--- config.mk ---
export PLATFORM = sky130hd
export DESIGN_NAME = shift_seq_16b
export DESIGN_NICKNAME = d
export VERILOG_FILES = /design/src/rtl/shift_seq_16b.sv
export SDC_FILE = /design/constraint.sdc
export NUM_CORES = 1
export LEC_CHECK = 0
export BUFFER_PORTS_ARGS = -buffer_cell sky130_fd_sc_hd__buf_4
export CAP_MARGIN = 30
export CORE_AREA = 4 4 64 51
export DETAILED_ROUTE_END_ITERATION = 8
export DIE_AREA = 0 0 68 55
export GPL_TIMING_DRIVEN = 0
export PLACE_DENSITY = 0.78
export SYNTH_ARGS = -nofsm -noshare
export SYNTH_HDL_FRONTEND = slang
export SYNTH_SLANG_ARGS = --single-unit
--- constraint.sdc ---
create_clock -name clk -period 2.87 [get_ports clk]
set_input_delay 0.574 -clock clk [delete_from_list [all_inputs] [get_ports clk]]
set_output_delay 0.574 -clock clk [all_outputs]
set_load 0.02 [all_outputs]
--- src/rtl/shift_seq_16b.sv ---
// shift_seq_16b: multi-cycle 16-bit left shifter for shift instructions.
// Shifts the captured operand 2 bits per cycle through a chain of four
// 4-bit x2 slices, with a separate 1-bit step for an odd remainder.
// The overflow flag collects every bit pushed out of bit 15.

// One 4-bit slice of the x2 chain: the two low input bits move up,
// the two bits from the slice below (cin) enter at the bottom, and the
// top two bits leave through cout toward the next slice.
module left_shifter_x2_4b (
  input  logic [3:0] d,
  input  logic [1:0] cin,
  output logic [3:0] q,
  output logic [1:0] cout
);

  assign q    = {d[1:0], cin};
  assign cout = d[3:2];

endmodule

module shift_seq_16b (
  input  logic        clk,
  input  logic        rst,
  input  logic        start,
  input  logic [15:0] din,
  input  logic [3:0]  amt,
  input  logic        fill,
  output logic [15:0] dout,
  output logic        busy,
  output logic        done,
  output logic        ovf
);

  typedef enum logic {
    IDLE,
    SHIFT
  } state_t;

  state_t      state, state_n;
  logic [3:0]  rem, rem_n;
  logic        fill_r, fill_n;
  logic [15:0] dout_n;
  logic        ovf_n;
  logic        busy_n;
  logic        done_n;

  // Carry chain between slices: carry[1:0] is the fill pair entering
  // slice 0, carry[9:8] is the pair leaving bit 15/14 out of slice 3.
  logic [9:0]  carry;
  logic [15:0] x2_res;
  logic [15:0] x1_res;

  assign carry[1:0] = {fill_r, fill_r};

  genvar gi;
  generate
    for (gi = 0; gi < 4; gi++) begin : g_slice
      left_shifter_x2_4b u_slice (
        .d    (dout[4*gi+3:4*gi]),
        .cin  (carry[2*gi+1:2*gi]),
        .q    (x2_res[4*gi+3:4*gi]),
        .cout (carry[2*gi+3:2*gi+2])
      );
    end
  endgenerate

  // Odd-remainder path: single-bit shift with one fill bit.
  assign x1_res = {dout[14:0], fill_r};

  // Next-state, datapath and handshake decisions.
  always_comb begin
    state_n = state;
    dout_n  = dout;
    rem_n   = rem;
    fill_n  = fill_r;
    ovf_n   = ovf;
    busy_n  = busy;
    done_n  = 1'b0;
    case (state)
      IDLE: begin
        if (start) begin
          dout_n  = din;
          rem_n   = amt;
          fill_n  = fill;
          ovf_n   = 1'b0;
          busy_n  = 1'b1;
          state_n = SHIFT;
        end
      end
      SHIFT: begin
        if (rem >= 4'd2) begin
          dout_n = x2_res;
          ovf_n  = ovf | (|carry[9:8]);
          rem_n  = rem - 4'd2;
        end else if (rem == 4'd1) begin
          dout_n = x1_res;
          ovf_n  = ovf | dout[15];
          rem_n  = '0;
        end else begin
          state_n = IDLE;
          busy_n  = 1'b0;
          done_n  = 1'b1;
        end
      end
      default: state_n = IDLE;
    endcase
  end

  // State and datapath registers with synchronous reset.
  always_ff @(posedge clk) begin
    if (rst) begin
      state  <= IDLE;
      dout   <= '0;
      rem    <= '0;
      fill_r <= 1'b0;
      ovf    <= 1'b0;
      busy   <= 1'b0;
      done   <= 1'b0;
    end else begin
      state  <= state_n;
      dout   <= dout_n;
      rem    <= rem_n;
      fill_r <= fill_n;
      ovf    <= ovf_n;
      busy   <= busy_n;
      done   <= done_n;
    end
  end

endmodule

==> metrics.log, run 1 <==
[metrics] Total Routing Usage GR: 0.2125
[metrics] instance count along the most critical hold path: 3
[metrics] fin crit share: 0.6327
[metrics] cell internal pwr: 0.6702 mW
[metrics] worst-skew pair later-pin latency: 0.32 ns
[metrics] worst vdd rail ir drop: 0.3577 mV
[metrics] count of filler cells inserted in the layout: 228
[metrics] highest-count cells in the layout ignoring fill and taps: buf_4 (44), dfxtp_1 (25), nor2_1 (23)
[metrics] net switching fraction of the power: 0.3712
[metrics] average size of a mapped cell: 10.00 µm²
[metrics] top-level I/O count: 43
[metrics] number of post-CTS setup repair buffers: 0
[metrics] share of cells above drive strength 1: 0.4317
[metrics] part of the total power dissipated in combinational logic: 0.429
[metrics] power per cell area: 605.9 nW/µm²
[metrics] post-synth design cell area: 1380 µm²
[metrics] most common flop cell mapped by yosys: dfxtp_1
[metrics] DRC Markers: 0
[metrics] Mapped Nets: 163
[metrics] width of the die: 68 µm
[metrics] final routed wirelength across all metal layers: 3718 µm
[metrics] vias after detailed routing: 1,265
[metrics] top fanout value on the critical path: 10
[metrics] remaining number of nets flagged by the antenna check after routing: 0
[metrics] post-detail-place hpwl: 2748 µm
[metrics] crit path launch type: flip-flop
[metrics] number of distinct library cells after synthesis: 30
[metrics] Critical Path AT: 2.02 ns
[metrics] standard-cell rows: 16
[metrics] register-to-register path setup slack: 1.05 ns
[metrics] FFs w/ async S/R, synth: 0
[metrics] detail-routed net length per standard cell: 16.98 µm
[metrics] Finished Cell Area: 1759 µm²
[metrics] achievable frequency: 550.7 MHz
[metrics] Final GP Congestion: 0.8462
[metrics] Warnings, synthesis: 0
[metrics] drt pass-1 iters: 4
[metrics] die outline area: 3740 µm²
[metrics] hold-fix buffer count after cts: 0
[metrics] total count of max-transition violations in the final report: 0
[metrics] LEAKAGE: 0.7586 nW
[metrics] clock share of power: 0.151
[metrics] DRC marker count from the first detailed-route iteration: 63
[metrics] final total power: 1.066 mW
[metrics] number of port buffers: 41
[metrics] average vias per placed instance: 5.776
[metrics] number of buffers inserted during clock tree synthesis: 3
[metrics] Die Span Y: 55 µm
[metrics] synthesis-to-layout area growth: 27.47%
[metrics] maximum number of pins on one net before global-route repair: 14
[metrics] number of enable flip-flop cells after synthesis: 0
[metrics] maximum number of buffers from clock root to sink: 2
[metrics] setup violation total in the final timing report: 0
[metrics] net switching power of the design: 0.3957 mW
[metrics] number of synthesized register bits: 25
[metrics] setup_tns: 0 ns
[metrics] Hold WC Path Type: in2reg
[metrics] Num Clock Sinks: 25
[metrics] number of antenna violations at the first check in global routing: 0
[metrics] post-synthesis sequential area ratio: 0.3626
[metrics] max-cap viol count: 0
[metrics] Resize count post-CTS: 0
[metrics] cells after synthesis: 138
[metrics] status: completed
[metrics] vias in the first global route: 1,253
[metrics] most common cell after layout, fill and taps aside: buf_4
[metrics] Worst setup EP type: flip-flop
[metrics] clock-pin slew of the registers on the worst-case setup and hold paths: 0.13 ns
[metrics] relative slew slack: 0.6182
[metrics] number of levels in the clock H-tree: 1
[metrics] CP Class: reg2reg
[metrics] FF-to-FF path depth: 5
[metrics] unrepaired setup endpoints after global routing: no
[metrics] number of hold violations in the final report: 0
[metrics] Ant. Diodes: 0
[metrics] post-layout minimum cycle time: 1.816 ns
[metrics] Critical Path RT: 3.07 ns
[metrics] overall overflow remaining after global route: 0
[metrics] TritonCTS clock tree: done
[metrics] initial core utilization: 0.5303
[metrics] placeable core area: 2603 µm²
[metrics] layout net count: 209
[metrics] setup skew after layout: 0.002074 ns
[metrics] power share of the sequential group: 0.420
[metrics] slew at the pin with the worst max-slew slack: 0.5708 ns
[metrics] post-detailed-placement cell area: 1733 µm²
[metrics] first-pass GRT wire length: 5899 µm
[metrics] clock tree root driver cell: clkbuf_4
-- synthesized netlist by cell type (2+ instances only) --
master	count	area, µm²
a221oi_2	9	135.1
dfxtp_1	25	500.5
a221oi_1	6	52.55
a21o_1	2	15.01
clkbuf_1	4	15.01
buf_6	3	33.78
mux2_2	11	123.9
buf_4	3	22.52
a21oi_1	6	30.03
nor2b_1	2	12.51
mux2i_1	3	30.03
inv_1	3	11.26
nor2_1	23	86.33
mux2_4	3	45.04
nand2b_1	2	12.51
nand2_1	2	7.510
a211oi_1	4	30.03
a22oi_1	2	15.01
nor3_1	14	70.07
-- kinds of logic after synthesis --
logic type,Yosys count,synth area share
flip-flops,25,0.3626
multiplexers,18,0.1523
adder cells (fa/ha/maj),1,0.009065
AO/OA/AOI/OAI,34,0.2412
buffers and inverters,14,0.07071
AND/OR/NAND/NOR,46,0.1641
-- metrics by stage --
step | worst slack [ns] | hold WS (ns) | utilization | instances
final | 1.054 | 0.4943 | 0.6760 | 219
after detailed placement | 1.074 | 0.4901 | 0.6659 | 215
after global routing | 0.9588 | 0.5143 | 0.6760 | 219
after floorplan | 1.285 | 0.4787 | - | 138
after global placement | 1.133 | 0.4770 | 0.6659 | 215
after CTS | 1.053 | 0.4989 | 0.6760 | 219
-- worst max-delay path, cell delays in order (launching register included) --
cell and delay [ns]:
dfxtp_1 0.43, nor3_4 0.37, buf_6 0.22, mux2_2 0.36, a221oi_2 0.22, nor3_1 0.09
-- layout make-up --
cell class | count | area (µm²) | share of cell area
Timing Repair Buffer | 41 | 307.8 | 0.1750
Clock buffer | 4 | 26.28 | 0.01494
Sequential cell | 25 | 500.5 | 0.2845
Tap cell | 36 | 45.04 | 0.02560
Inverter | 3 | 11.26 | 0.006401
Multi-Input combinational cell | 99 | 782.0 | 0.4445
Buffer | 11 | 86.33 | 0.04908
-- state kept, by name (all words and copies together) (netlist names) --
| signal | cells |
|---|---|
| rem | 4 |
| fill_r | 1 |
| state | 1 |
| done | 1 |
| ovf | 1 |
| dout | 16 |
| busy | 1 |
-- final timing paths --
kind | start | to
setup / recovery | rem[1] | dout[12]
hold / removal | fill | fill_r
setup reg to reg | rem[1] | dout[12]
hold reg to reg | dout[11] | dout[11]
-- power groups by stage --
stage	sequential [mW]	combinational, mW	clock [mW]
after CTS	0.446	0.458	0.163
after global routing	0.453	0.492	0.178
final	0.448	0.457	0.161
after floorplan	0.485	0.279	0
after detailed placement	0.454	0.455	0
after global placement	0.450	0.445	0
-- routing by layer --
metal / up-vias / GRT usage / share of wire / wire [µm]
met5: - / 0 / 0 / 0
met4: 0 / 0.03300 / 0.0035 / 13
met3: 2 / 0.05253 / 0.057 / 212
met2: 40 / 0.3840 / 0.49 / 1828
met1: 613 / 0.2617 / 0.45 / 1663
li1: 610 / - / - / -
Note: power is estimated with default switching activity, not from simulation.
==> inputs of run 2 (changes only) <==
Settings changed: ABC_AREA from default to 1, CORE_AREA 4 4 64 51 to 4 4 67 54, DIE_AREA 0 0 68 55 to 0 0 71 58, PLACE_DENSITY 0.78 to 0.73.
Clock period 2.87 ns to 1.87 ns, I/O delays scaled along.
==> metrics.log, run 2 <==
[metrics] DRC marker count from the first detailed-route iteration: 65
[metrics] post-synthesis sequential area ratio: 0.3475
[metrics] share of cells above drive strength 1: 0.2288
[metrics] maximum number of pins on one net before global-route repair: 14
[metrics] relative slew slack: 0.6694
[metrics] post-detailed-placement cell area: 1803 µm²
[metrics] top-level I/O count: 43
[metrics] TritonCTS clock tree: done
[metrics] achievable frequency: 710.4 MHz
[metrics] placeable core area: 2893 µm²
[metrics] width of the die: 71 µm
[metrics] worst-skew pair later-pin latency: 0.27 ns
[metrics] synthesis-to-layout area growth: 28.32%
[metrics] drt pass-1 iters: 4
[metrics] post-synth design cell area: 1440 µm²
[metrics] number of post-CTS setup repair buffers: 0
[metrics] Final GP Congestion: 0.8093
[metrics] post-layout minimum cycle time: 1.408 ns
[metrics] setup_tns: 0 ns
[metrics] Critical Path RT: 2.04 ns
[metrics] crit-path cells: inv_2 > buf_2 > ha_1 > xnor2_1 > o21ai_0 > nor2_1 > nor2_1
[metrics] fraction of the mapped netlist area in compound gates: 0.1121
[metrics] number of distinct library cells after synthesis: 24
[metrics] number of port buffers: 42
[metrics] number of buffers inserted during clock tree synthesis: 3
[metrics] Warnings, synthesis: 0
[metrics] clock-pin slew of the registers on the worst-case setup and hold paths: 0.08 ns
[metrics] Resize count post-CTS: 0
[metrics] most common cell after layout, fill and taps aside: nand2_1
[metrics] hold-fix buffer count after cts: 0
[metrics] synthesized-area fraction occupied by and/or/nand/nor cells: 0.4092
[metrics] cells taking the most area after synthesis: dfxtp_1 (35%), nand2_1 (14%), nor2_1 (10%)
[metrics] CP Class: reg2reg
[metrics] average vias per placed instance: 4.819
[metrics] xor/xnor cell area share of the yosys netlist: 0.006082
[metrics] post-synthesis adder-cell area fraction: 0.008688
[metrics] worst vdd rail ir drop: 0.4686 mV
[metrics] max-cap viol count: 0
[metrics] Critical Path AT: 1.58 ns
[metrics] top register by number of flip-flops: dout
[metrics] Hold WC Path Type: in2reg
[metrics] slew at the pin with the worst max-slew slack: 0.4959 ns
[metrics] unrepaired setup endpoints after global routing: no
[metrics] commonest cells in the netlist: nand2_1 (54), nor2_1 (39), nand3_1 (29)
[metrics] initial core utilization: 0.4978
[metrics] area share of the leading cell type in the synthesized netlist: 0.3475
[metrics] maximum number of buffers from clock root to sink: 2
[metrics] vias after detailed routing: 1,489
[metrics] average size of a mapped cell: 6.401 µm²
[metrics] Die Span Y: 58 µm
[metrics] die outline area: 4118 µm²
[metrics] Largest regs: dout: 16 flops, rem: 4 flops
[metrics] Total Routing Usage GR: 0.1754
[metrics] clock tree root driver cell: clkbuf_8
[metrics] Num Clock Sinks: 25
[metrics] FFs w/ async S/R, synth: 0
[metrics] CP max stage delay: 0.33 ns
[metrics] cell taking the most area after synthesis: dfxtp_1
[metrics] fin crit share: 0.7527
[metrics] setup violation total in the final timing report: 0
[metrics] final routed wirelength across all metal layers: 3507 µm
[metrics] cells after synthesis: 225
[metrics] first-pass GRT wire length: 5906 µm
[metrics] Layout Utilization: 0.6388
[metrics] status: completed
[metrics] remaining number of nets flagged by the antenna check after routing: 0
[metrics] final total power: 1.733 mW
[metrics] Worst setup EP type: flip-flop
[metrics] highest-count cells in the layout ignoring fill and taps: nand2_1 (54), buf_4 (44), nor2_1 (39)
[metrics] Finished Cell Area: 1848 µm²
[metrics] most common flop cell mapped by yosys: dfxtp_1
[metrics] main combinational cell family by area after synthesis: simple AND/OR/NAND/NOR gates
[metrics] number of flip-flops in the largest register: 16
[metrics] worst path buffer plus inverter count: 2
[metrics] LEAKAGE: 0.9618 nW
[metrics] Ant. Diodes: 0
[metrics] top fanout value on the critical path: 10
[metrics] number of antenna violations at the first check in global routing: 0
[metrics] layout net count: 297
[metrics] CP most frequent cell: nor2_1
[metrics] overall overflow remaining after global route: 0
[metrics] DRC Markers: 0
[metrics] fraction of synthesized area in multiplexers: 0
[metrics] family with the most delay on the worst path: buffers and inverters
[metrics] crit path launch type: flip-flop
[metrics] post-detail-place hpwl: 2675 µm
[metrics] setup skew after layout: 0.006345 ns
[metrics] library cell with the highest instance count after synthesis: nand2_1
[metrics] number of hold violations in the final report: 0
[metrics] standard-cell rows: 17
[metrics] count of filler cells inserted in the layout: 302
[metrics] number of enable flip-flop cells after synthesis: 0
[metrics] detail-routed net length per standard cell: 11.35 µm
[metrics] power per cell area: 938.0 nW/µm²
[metrics] vias in the first global route: 1,304
[metrics] total count of max-transition violations in the final report: 0
[metrics] number of synthesized register bits: 25
[metrics] cell type of the slowest stage on the worst timing path: dfxtp_1
[metrics] Mapped Nets: 250
[metrics] number of levels in the clock H-tree: 1
## run 2: cell types whose count changed in the layout (fill, tap and decap cells not counted), sizes merged, moves of 16 or more
cell | before | now
inv | 3 | 25
nand2 | 2 | 59
nand3 | 0 | 30
nor2 | 23 | 40
nor3 | 16 | 0
o21ai | 1 | 27
## run 2: power by group
group          switching (mW)  leakage [nW]  internal, mW
combinational           0.441         0.732         0.301
sequential             0.0563         0.207         0.605
clock                   0.178        0.0228         0.153
## run 2: cell families (layout without fill, tap and decap cells)
logic type	Yosys count	count (layout)
xor gates and xnor gates	1	1
adders and majority gates	1	1
and+or+nand+nor	131	131
AOI/OAI and AO/OA	31	31
buffers and inverters	36	82
DFF	25	25
## run 2: path summary, 6_finish.rpt
path	from	endpoint	slack, ns	cells past startpoint
hold reg to reg	rem[0]	rem[0]	0.47	2
setup reg to reg	rem[1]	rem[3]	0.46	7
setup / recovery	rem[1]	rem[3]	0.46	7
hold / removal	rst	rem[0]	0.28	2
## run 2: final cells by class
type	instances	area (µm²)	share of cell area
Buffer	10	70.07	0.03791
Clock buffer	4	45.04	0.02437
Inverter	26	97.59	0.05281
Multi-Input combinational cell	164	772.0	0.4177
Sequential cell	25	500.5	0.2708
Tap cell	38	47.55	0.02573
Timing Repair Buffer	42	315.3	0.1706
## run 2: metrics by stage
stage	hold slack, ns	worst slack, ns	std cells
floorplan	0.4331	0.6219	225
global placement	0.4501	0.4703	305
global route	0.2773	0.3248	309
finish	0.2751	0.4624	309
detailed placement	0.4553	0.4785	305
CTS	0.2729	0.4559	309
## run 2: per-layer routing
layer / share of wire / GRT usage / routed length, µm
met5: 0 / 0 / 0
met4: 0.0063 / 0.02413 / 22
met3: 0.073 / 0.04333 / 257
met2: 0.40 / 0.2616 / 1405
met1: 0.52 / 0.2607 / 1822
==> inputs of run 3 (changes only) <==
Clock period 1.87 ns to 1.5 ns, I/O delays scaled along.
==> metrics.log, run 3 (synthesis results as in run 2) <==
[metrics] number of levels in the clock H-tree: 1
[metrics] cell type of the slowest stage on the worst timing path: dfxtp_1
[metrics] number of port buffers: 42
[metrics] CP max stage delay: 0.36 ns
[metrics] unrepaired setup endpoints after global routing: no
[metrics] setup skew after layout: 0.007886 ns
[metrics] power per cell area: 1171 nW/µm²
[metrics] Layout Utilization: 0.6410
[metrics] clock-pin slew of the registers on the worst-case setup and hold paths: 0.08 ns
[metrics] crit-path cells: inv_2 > buf_4 > ha_1 > xnor2_1 > o21ai_0 > nor2_1 > nor2_1
[metrics] final routed wirelength across all metal layers: 3508 µm
[metrics] width of the die: 71 µm
[metrics] number of post-CTS setup repair buffers: 0
[metrics] top register by number of flip-flops: dout
[metrics] average vias per placed instance: 4.825
[metrics] first-pass GRT wire length: 5906 µm
[metrics] Final GP Congestion: 0.8093
[metrics] die outline area: 4118 µm²
[metrics] Critical Path RT: 1.71 ns
[metrics] most common cell after layout, fill and taps aside: nand2_1
[metrics] number of hold violations in the final report: 0
[metrics] status: completed
[metrics] synthesis-to-layout area growth: 28.76%
[metrics] slew at the pin with the worst max-slew slack: 0.5001 ns
[metrics] hold-fix buffer count after cts: 0
[metrics] Hold WC Path Type: in2reg
[metrics] LEAKAGE: 0.9624 nW
[metrics] top fanout value on the critical path: 10
[metrics] number of antenna violations at the first check in global routing: 0
[metrics] layout net count: 297
[metrics] maximum number of buffers from clock root to sink: 2
[metrics] Ant. Diodes: 0
[metrics] clock tree root driver cell: clkbuf_8
[metrics] beginning of the critical path: rem[1]
[metrics] remaining number of nets flagged by the antenna check after routing: 0
[metrics] Worst setup EP type: flip-flop
[metrics] max-cap viol count: 0
[metrics] post-layout minimum cycle time: 1.364 ns
[metrics] CP most frequent cell: nor2_1
[metrics] Largest regs: dout: 16 flops, rem: 4 flops
[metrics] TritonCTS clock tree: done
[metrics] RR Startpoint: rem[1]
[metrics] worst vdd rail ir drop: 0.5852 mV
[metrics] placeable core area: 2893 µm²
[metrics] overall overflow remaining after global route: 0
[metrics] Finished Cell Area: 1854 µm²
[metrics] maximum number of pins on one net before global-route repair: 14
[metrics] setup violation total in the final timing report: 0
[metrics] drt pass-1 iters: 4
[metrics] DRC marker count from the first detailed-route iteration: 66
[metrics] number of buffers inserted during clock tree synthesis: 3
[metrics] total count of max-transition violations in the final report: 0
[metrics] DRC Markers: 0
[metrics] highest-count cells in the layout ignoring fill and taps: nand2_1 (54), buf_4 (45), nor2_1 (39)
[metrics] standard-cell rows: 17
[metrics] Total Routing Usage GR: 0.1754
[metrics] launch point of the worst hold path: rst
[metrics] post-detail-place hpwl: 2675 µm
[metrics] vias in the first global route: 1,304
[metrics] vias after detailed routing: 1,491
[metrics] share of cells above drive strength 1: 0.2325
[metrics] Resize count post-CTS: 0
[metrics] detail-routed net length per standard cell: 11.35 µm
[metrics] CP Class: reg2reg
[metrics] count of filler cells inserted in the layout: 299
[metrics] initial core utilization: 0.4978
[metrics] crit path launch type: flip-flop
[metrics] post-route worst hold slack: 0.1998 ns
[metrics] instance count along the most critical hold path: 2
[metrics] Num Clock Sinks: 25
[metrics] number of flip-flops in the largest register: 16
[metrics] achievable frequency: 733.4 MHz
[metrics] fin crit share: 0.9091
[metrics] post-detailed-placement cell area: 1803 µm²
[metrics] relative slew slack: 0.6666
[metrics] Die Span Y: 58 µm
[metrics] FF-to-FF path depth: 7
[metrics] top-level I/O count: 43
[metrics] setup_tns: 0 ns
[metrics] worst-skew pair later-pin latency: 0.28 ns
[metrics] Critical Path AT: 1.58 ns
[metrics] final total power: 2.171 mW
-- run 3: changes by cell type in the layout (fill, tap and decap cells not counted) --
cell	delta
clkinvlp_4	+1
clkinv_1	-1
buf_4	+1
buf_2	-1
-- run 3: cell type report --
class,instances,area [µm²],share of cell area
Buffer,10,72.57,0.03914
Clock buffer,4,45.04,0.02429
Inverter,26,101.3,0.05466
Multi-Input combinational cell,164,772.0,0.4163
Sequential cell,25,500.5,0.2699
Tap cell,38,47.55,0.02564
Timing Repair Buffer,42,315.3,0.1700
-- run 3: where the power goes --
group	leakage, nW	total [mW]	switching [mW]	internal [mW]
logic	0.733	0.928	0.550	0.378
registers	0.207	0.826	0.0718	0.754
clock network	0.0228	0.417	0.226	0.191
total	0.962	2.17	0.848	1.32
-- run 3: per-stage QoR --
step / instances / setup slack [ns]
after detailed placement: 305 / 0.1085
after floorplan: 225 / 0.2519
after global routing: 309 / 0.003400
final: 309 / 0.1364
after CTS: 309 / 0.08592
after global placement: 305 / 0.1003
-- run 3: metal layers --
metal / share of wire / track usage / up-vias
li1: - / - / 806
met4: 0.0063 / 0.02413 / 0
met1: 0.52 / 0.2607 / 643
met2: 0.40 / 0.2616 / 37
met5: 0 / 0 / -
met3: 0.068 / 0.04333 / 5
-- run 3: final timing paths --
kind / to / slack, ns
max: rem[3] / 0.14
min: rem[0] / 0.20
max reg2reg: rem[3] / 0.14
min reg2reg: rem[0] / 0.47
-- run 3: worst max-delay path: cells and delay by family, from the launching register on --
kind	cells	cell delay, ns
flip-flops	1	0.36
buffers and inverters	2	0.30
AND/OR/NAND/NOR	2	0.14
XOR/XNOR	1	0.12
AO/OA/AOI/OAI	1	0.16
adder cells (fa/ha/maj)	1	0.22
